<file path="src/rtl/acc_mch.sv">
// acc_mch - multi-channel streaming accumulator.
//
// Keeps NCH independent signed running sums. Each input beat is routed to a
// channel by in_ch. A beat tagged in_last pushes that channel's final sum into a
// single-entry output register and restarts the channel.
//
// Ports:
//   clk, rst_n            clock; asynchronous active-low reset
//   clr                   synchronous clear of all sums and overflow flags
//   in_valid/in_ready     input handshake; in_ch, in_data, in_last are the beat
//   out_valid/out_ready   output handshake; out_ch, out_data, out_ovf are the result
//   rd_ch/rd_data         combinational peek of a running sum (0 if rd_ch >= NCH)
//
// Build option: define ACC_MCH_SAT_EN to saturate on overflow instead of
// wrapping. Overflow flags behave the same in both builds.

module acc_mch #(
    parameter int DW  = 8,
    parameter int AW  = 16,
    parameter int NCH = 4,
    parameter int CW  = (NCH > 1) ? $clog2(NCH) : 1
) (
    input  logic                 clk,
    input  logic                 rst_n,
    input  logic                 clr,
    input  logic                 in_valid,
    output logic                 in_ready,
    input  logic [CW-1:0]        in_ch,
    input  logic [DW-1:0]        in_data,
    input  logic                 in_last,
    output logic                 out_valid,
    input  logic                 out_ready,
    output logic [CW-1:0]        out_ch,
    output logic [AW-1:0]        out_data,
    output logic                 out_ovf,
    input  logic [CW-1:0]        rd_ch,
    output logic [AW-1:0]        rd_data
);

    // NCH always fits in CW+1 bits, so this compare never truncates.
    localparam logic [CW:0] NCH_W = NCH[CW:0];

    logic [NCH-1:0][AW-1:0] acc;
    logic [NCH-1:0]         ovf;

    logic          accept;
    logic          ch_ok;
    logic [AW-1:0] cur_acc;
    logic          cur_ovf;
    logic [AW:0]   sum;
    logic          sum_ovf;
    logic [AW-1:0] stored;

    // Output held -> stall everything, including non-last beats. clr also
    // blocks input so the cleared cycle cannot merge or lose a beat.
    assign in_ready = (!out_valid || out_ready) && !clr;
    assign accept   = in_valid && in_ready;
    assign ch_ok    = {1'b0, in_ch} < NCH_W;

    // Select the addressed channel without indexing past NCH.
    always_comb begin
        cur_acc = '0;
        cur_ovf = 1'b0;
        for (int i = 0; i < NCH; i++) begin
            if (in_ch == CW'(i)) begin
                cur_acc = acc[i];
                cur_ovf = ovf[i];
            end
        end
    end

    // One guard bit: the sum overflows AW bits iff the top two bits differ.
    assign sum     = {cur_acc[AW-1], cur_acc} + {{(AW+1-DW){in_data[DW-1]}}, in_data};
    assign sum_ovf = sum[AW] ^ sum[AW-1];

`ifdef ACC_MCH_SAT_EN
    // sum[AW] is the sign of the true sum.
    always_comb begin
        stored = sum[AW-1:0];
        if (sum_ovf)
            stored = sum[AW] ? {1'b1, {(AW-1){1'b0}}} : {1'b0, {(AW-1){1'b1}}};
    end
`else
    assign stored = sum[AW-1:0];
`endif

    // Per-channel accumulator state.
    for (genvar g = 0; g < NCH; g++) begin : g_ch
        logic hit;
        assign hit = accept && ch_ok && (in_ch == CW'(g));

        always_ff @(posedge clk or negedge rst_n) begin
            if (!rst_n) begin
                acc[g] <= '0;
                ovf[g] <= 1'b0;
            end else if (clr) begin
                acc[g] <= '0;
                ovf[g] <= 1'b0;
            end else if (hit) begin
                if (in_last) begin
                    acc[g] <= '0;
                    ovf[g] <= 1'b0;
                end else begin
                    acc[g] <= stored;
                    ovf[g] <= ovf[g] | sum_ovf;
                end
            end
        end
    end

    // Single-entry result register; a last beat in the drain cycle refills it
    // directly, giving full throughput. clr leaves a pending result alone.
    always_ff @(posedge clk or negedge rst_n) begin
        if (!rst_n) begin
            out_valid <= 1'b0;
            out_ch    <= '0;
            out_data  <= '0;
            out_ovf   <= 1'b0;
        end else if (accept && ch_ok && in_last) begin
            out_valid <= 1'b1;
            out_ch    <= in_ch;
            out_data  <= stored;
            out_ovf   <= cur_ovf | sum_ovf;
        end else if (out_ready) begin
            out_valid <= 1'b0;
        end
    end

    always_comb begin
        rd_data = '0;
        for (int i = 0; i < NCH; i++) begin
            if (rd_ch == CW'(i)) rd_data = acc[i];
        end
    end

endmodule

</file>
<file path="config.mk">
export PLATFORM = sky130hd
export DESIGN_NAME = acc_mch
export DESIGN_NICKNAME = d
export VERILOG_FILES = /design/src/rtl/acc_mch.sv
export SDC_FILE = /design/constraint.sdc
export NUM_CORES = 1
export LEC_CHECK = 0
export ABC_AREA = 1
export CAP_MARGIN = 40
export CORE_MARGIN = 1
export CORE_UTILIZATION = 56
export DETAILED_ROUTE_END_ITERATION = 7
export GPL_TIMING_DRIVEN = 0
export PLACE_DENSITY = 0.79
export SYNTH_ARGS = -nofsm -noshare
export SYNTH_HDL_FRONTEND = slang
export SYNTH_SLANG_ARGS = --single-unit
</file>
<file path="constraint.sdc">
create_clock -name clk -period 6.39 [get_ports clk]
set_clock_uncertainty 0.05 [all_clocks]
set_input_delay 0.9585 -clock clk [delete_from_list [all_inputs] [get_ports clk]]
set_output_delay 0.9585 -clock clk [all_outputs]
set_load 0.05 [all_outputs]
</file>
# ---- Word-level counts from Yosys, hierarchy flattened
# Index checks and enable logic that the tools add are counted.
dict set report op_classes {
  reduce_logical 17
  n_eq_ne 6
  n_addsub 1
  bitwise 6
  mux 35
}
# op count
set op_table {}
lappend op_table {{2-to-1 mux 16 bit} 17}
lappend op_table {{2-to-1 mux 1 bit} 18}
lappend op_table {{adder 16 x 8 -> 17 bit} 1}
lappend op_table {{nonzero test 2 bit} 5}
lappend op_table {{equality test 2 bit (second input constant)} 4}
lappend op_table {{logical AND 1 bit} 7}
lappend op_table {{bitwise OR 1 bit} 5}
lappend op_table {{equality test 2 x 1 -> 1 bit (second input constant)} 2}
lappend op_table {{zero test 2 bit} 2}
lappend op_table {{zero test 1 bit} 2}
lappend op_table {{logical OR 1 bit} 1}
lappend op_table {{XOR 1 bit} 1}
dict set report totals {
  output_inout_bits 37
  word_cells 77
  ff_bits 88
  in_bits 18
}

# ---- Logic depth before layout (Yosys ltp)
# Gate-level depths: netlist (run 1).
dict set report depth {
  ltp_word 11
  depth_mapped 21
  mapped_depth_nobuf 21
}

# ---- Least setup slack after synthesis (run 1)
# No wires, ideal clock.
dict set report synth_path {
  path_type {in2reg}
  from {in in_ch[0]}
  to {reg out_ovf}
  n_path_buf 2
  slack_ns 3.034
  required_time_ns 6.227
  t_arrival_ns 3.194
  setup_ns 0.113
  path_stages 20
  path_cell_list {buf_2 -> nor2_1 -> inv_1 -> buf_2 -> o221ai_1 -> o21ai_0 -> ha_1 -> fa_1 -> nand2_1 -> nand2_1 -> nand3b_1 -> nand2_2 -> nand2_1 -> nand3_1 -> nand2_1 -> inv_1 -> nand2_4 -> nand3_1 -> nand2_1 -> inv_1}
}
dict set report synth_between {
  elab_chain_cells 8
  elab_cells_between_ends 15
  cone_classes {add/sub (1); eq/ne (3); mux (8); bitwise (2); reduce/logical (1)}
}
# element line
set synth_lines {}
lappend synth_lines {{from (decl)} 28} ;# input logic [CW-1:0] in_ch,
lappend synth_lines {{zero test 2 bit} 65} ;# if (in_ch == CW'(i)) begin
lappend synth_lines {{2-to-1 mux 16 bit (4 in series)} 65}
lappend synth_lines {{adder 16 x 8 -> 17 bit} 73} ;# assign sum = {cur_acc[AW-1], cur_acc} + {{(AW+1-DW){in_data[DW-1]}}, in_data};
lappend synth_lines {{XOR 1 bit} 74} ;# assign sum_ovf = sum[AW] ^ sum[AW-1];
lappend synth_lines {{bitwise OR 1 bit *} 123} ;# out_ovf <= cur_ovf | sum_ovf;
lappend synth_lines {{to (signal assigned)} 123}
lappend synth_lines {{to (decl)} 35} ;# output logic out_ovf,
# Mark *: on every way between the ends. The rest lies on a longest branch, timed or not.
# A chain may end at the register's enable or synchronous reset.

# ---- Worst setup path in the final report (run 1)
dict set report layout_path {
  from {in rd_ch[1]}
  to {out rd_data[13]}
}
dict set report layout_between {
  elab_chain_cells 5
  elab_cells_between_ends 8
  cone_classes {eq/ne (3); mux (4); reduce/logical (1)}
}
# element line
set layout_lines {}
lappend layout_lines {{from (decl)} 36} ;# input logic [CW-1:0] rd_ch,
lappend layout_lines {{zero test 2 bit} 132} ;# if (rd_ch == CW'(i)) rd_data = acc[i];
lappend layout_lines {{2-to-1 mux 16 bit (3 in series)} 132}
lappend layout_lines {{2-to-1 mux 16 bit *} 132}
lappend layout_lines {{to (decl)} 37} ;# output logic [AW-1:0] rd_data
# Marks and branches as above.

==> results.toml, run 1 <==
[global_routing]
grt_use_met1 = 0.4455
grt_pass1_wl_um = 24880
met3_usage = 0.05941
grt_busiest_layer = "met2"
grt_max_degree = 65
grt_util_met2 = 0.5325
grt_overflow = 0
first_global_vias = 5024
grt_use_total = 0.3362
antenna_found_initial = 0

[synthesis]
yosysTopAreaCellShare = 0.4248
syn-instance-count = 691
synthTopCellsByArea = "dfrtp_1 42%, nand2_1 15%, o21ai_0 7.4%, inv_1 6.2%, ha_1 3.9%"
synth-seq-area-share = 0.4248
syn_avg_cell_area_um2 = 7.502
ys_ff_latch = 88
ys_types = 38
synth_flop_cell = "dfrtp_1"
synthesis.area_mm2 = 0.005184
synth_warnings = 0
synth_area_leader_cell = "dfrtp_1"
async_flop_share = 1.000
syn-num-nets = 726
synth_edf_count = 0

[timing]
fin_ws_ns = 1.704
worst_slew_pin_slew_ns = 0.6780
post-route-period-util = 0.7334
clock.fmax_mhz = 213.4
rsz0062_at_grt = "false"
setup_viol = 0
holdWs_ns = 0.4324
slew_viol_final = 0
max_slew_margin = 0.5480
finalHoldViolations = 0
fin_tns_setup_ns = 0
finalCriticalPeriod_ns = 4.686

[die]
die_x_um = 98.21
coreArea_mm2 = 0.008848
pin_count = 55
num_rows = 34
initial_utilization = 0.5858
die_h_um = 98.21
die_area_mm2 = 0.009645

[critical_path]
path_class = "in -> out"
critPathSlowestCell = "clkdlybuf4s50_1"
startpoint_type = "primary input"
required_ns = 5.38
end_kind = "primary output"
crit_fanout = 10
crit_chain = "clkdlybuf4s50_1, inv_1, nor2_1, clkbuf_1, a21oi_1, o21ai_0, clkdlybuf4s50_1"
cpPeakStageDelay_ns = 0.86
cp.arrival_ns = 3.68
ff2ff_path_depth = 13
critPathMostFrequentCell = "clkdlybuf4s50_1"

[status]
status = "finished with violations"
violations = "DRC"

[clock_tree]
post-cts-setup-buffer-count = 0
numCtsBuffers = 9
cts_resized = 0
clk_latency_ns = 0.37
htreeDepth = 3
cts_buffer_depth = 2
path_clk_slew_ns = 0.11
cts_tree = "yes"
cts.sinks = 88
root_buffer = "clkbuf_8"
hold_buffers = 0

[final_layout]
layout.nets = 790
drive_gt1_frac = 0.09605
final_cell_area_mm2 = 0.006061
final_core_util = 0.6850
fillers = 783
diodes = 0
syn2layout_area_growth_pct = 16.92

[placed_design]
dp_slack_ns = 1.820
placed_cell_area_mm2 = 0.005864
place.gp.congestion = 0.9371
portBuffers = 52
dp_hpwl_um = 11550

[worst_hold_path]
hp-class = "in -> async"

[power]
p_per_area_mw_per_mm2 = 295.8
irDropWorstVdd_v = 0.0001788
leakage_nw = 2.965

[drt]
vias_per_cell = 5.871
drtIter0Drc = 459
ant_nets = 0
num_vias = 5096
first_pass_iters = 7
wire_per_inst_um = 18.05
drc = 5
wl_um = 15670

[job]
maxCapViolations = 0
## through the flow
| step | std cells | power, mW |
|---|---|---|
| floorplan | 691 | 1.168 |
| global placement | 851 | 1.390 |
| detailed placement | 852 | 1.405 |
| CTS | 868 | 1.794 |
| global route | 868 | 1.880 |
| finish | 868 | 1.793 |
## layout by cell type (no fill, tap or decap), drive strengths merged, types with 2 or more instances in the layout
cell	count
xor2	8
buf	19
o21ai	98
o2111ai	3
dfrtp	88
ha	16
clkinv	2
xnor2	3
o221ai	12
o22ai	17
nand3	20
nor3	4
a21boi	2
a221oi	2
o21bai	2
nor2	33
clkdlybuf4s50	51
nand2	233
inv	96
a21oi	26
clkbuf	16
nand4	2
## path summary, 6_finish.rpt
| kind | from | end | slack (ns) |
|---|---|---|---|
| max in group asynchronous | rst_n | ovf[0] | 5.22 |
| setup / recovery | rd_ch[1] | rd_data[13] | 1.70 |
| min in group clk | out_data[6] | out_data[6] | 0.44 |
| hold / removal | rst_n | acc[2] | 0.43 |
| setup reg to reg | acc[22] | acc[60] | 3.61 |
| hold reg to reg | out_data[6] | out_data[6] | 0.44 |
## registers in the layout, summed over array words and instances, names as in the netlist
signal,cells
acc,64
out_data,16
ovf,4
out_ch,2
out_ovf,1
out_valid,1
## final cells by class
class / count / area, µm² / share of cell area
clock inverter: 7 / 72.57 / 0.01197
inverter: 92 / 345.3 / 0.05698
sequential: 88 / 2202 / 0.3633
clock buffer: 9 / 123.9 / 0.02044
multi-input combinational: 487 / 2517 / 0.4154
timing repair buffer: 53 / 545.5 / 0.09001
tap: 108 / 135.1 / 0.02230
buffer: 24 / 118.9 / 0.01961
## Yosys cell counts, types with 3 or more instances
master	instances
nand2_1	214
dfrtp_1	88
inv_1	86
o21ai_0	77
nor2_1	28
a21oi_1	23
o21ai_1	21
nand3_1	20
nand2_2	17
o22ai_1	17
ha_1	16
buf_2	14
o221ai_1	12
clkbuf_1	7
xor2_1	7
inv_2	6
buf_4	3
nor2_4	3
o2111ai_1	3
## kinds of logic after synthesis
| group | Yosys count | synth area share |
|---|---|---|
| buffers and inverters | 116 | 0.08955 |
| xor gates and xnor gates | 11 | 0.02148 |
| adders and majority gates | 17 | 0.04248 |
| and+or+nand+nor | 295 | 0.2404 |
| AOI/OAI and AO/OA | 164 | 0.1813 |
| DFF | 88 | 0.4248 |
## power by group
group	total [mW]	switching [mW]	internal, mW
clock	0.391	0.237	0.154
sequential	0.689	0.0498	0.639
combinational	0.713	0.489	0.224
## critical path: cells and delay by family
family,cells,cell delay [ns]
buffers and inverters,4,1.95
AND/OR/NAND/NOR,1,0.48
AO/OA/AOI/OAI,2,0.28
## per-layer routing
layer,part of all wire,up-vias
met2,0.46,278
met3,0.090,50
met5,0,-
li1,-,2373
met1,0.41,2395
met4,0.038,0
(Power assumes the default switching activity.)
==> run 2, diff against run 1 <==
- clock period: 6.39 -> 4.5 ns (I/O delays scaled with it)
==> results of run 2 <==
Same layout as run 1 (identical final DEF). Status: finished with violations: DRC.
Main changes from that run: setup slack after placement 1.820 ns -> 0.2702 ns; setup slack after layout 1.704 ns -> 0.3805 ns; hold slack 0.4324 ns -> 0.1489 ns; register-to-register setup slack 3.61 ns -> 1.72 ns; total power 1.793 mW -> 2.546 mW; worst IR drop on VDD 0.0001788 V -> 0.0002540 V
==> run 3, diff against run 2 <==
- TNS_END_PERCENT: not set -> 5
==> results of run 3 <==
Same layout as run 1 (identical final DEF). Status: finished with violations: DRC.
Main changes from that run: setup slack after placement 1.820 ns -> 0.2702 ns; setup slack after layout 1.704 ns -> 0.3805 ns; hold slack 0.4324 ns -> 0.1489 ns; register-to-register setup slack 3.61 ns -> 1.72 ns; total power 1.793 mW -> 2.546 mW; worst IR drop on VDD 0.0001788 V -> 0.0002540 V
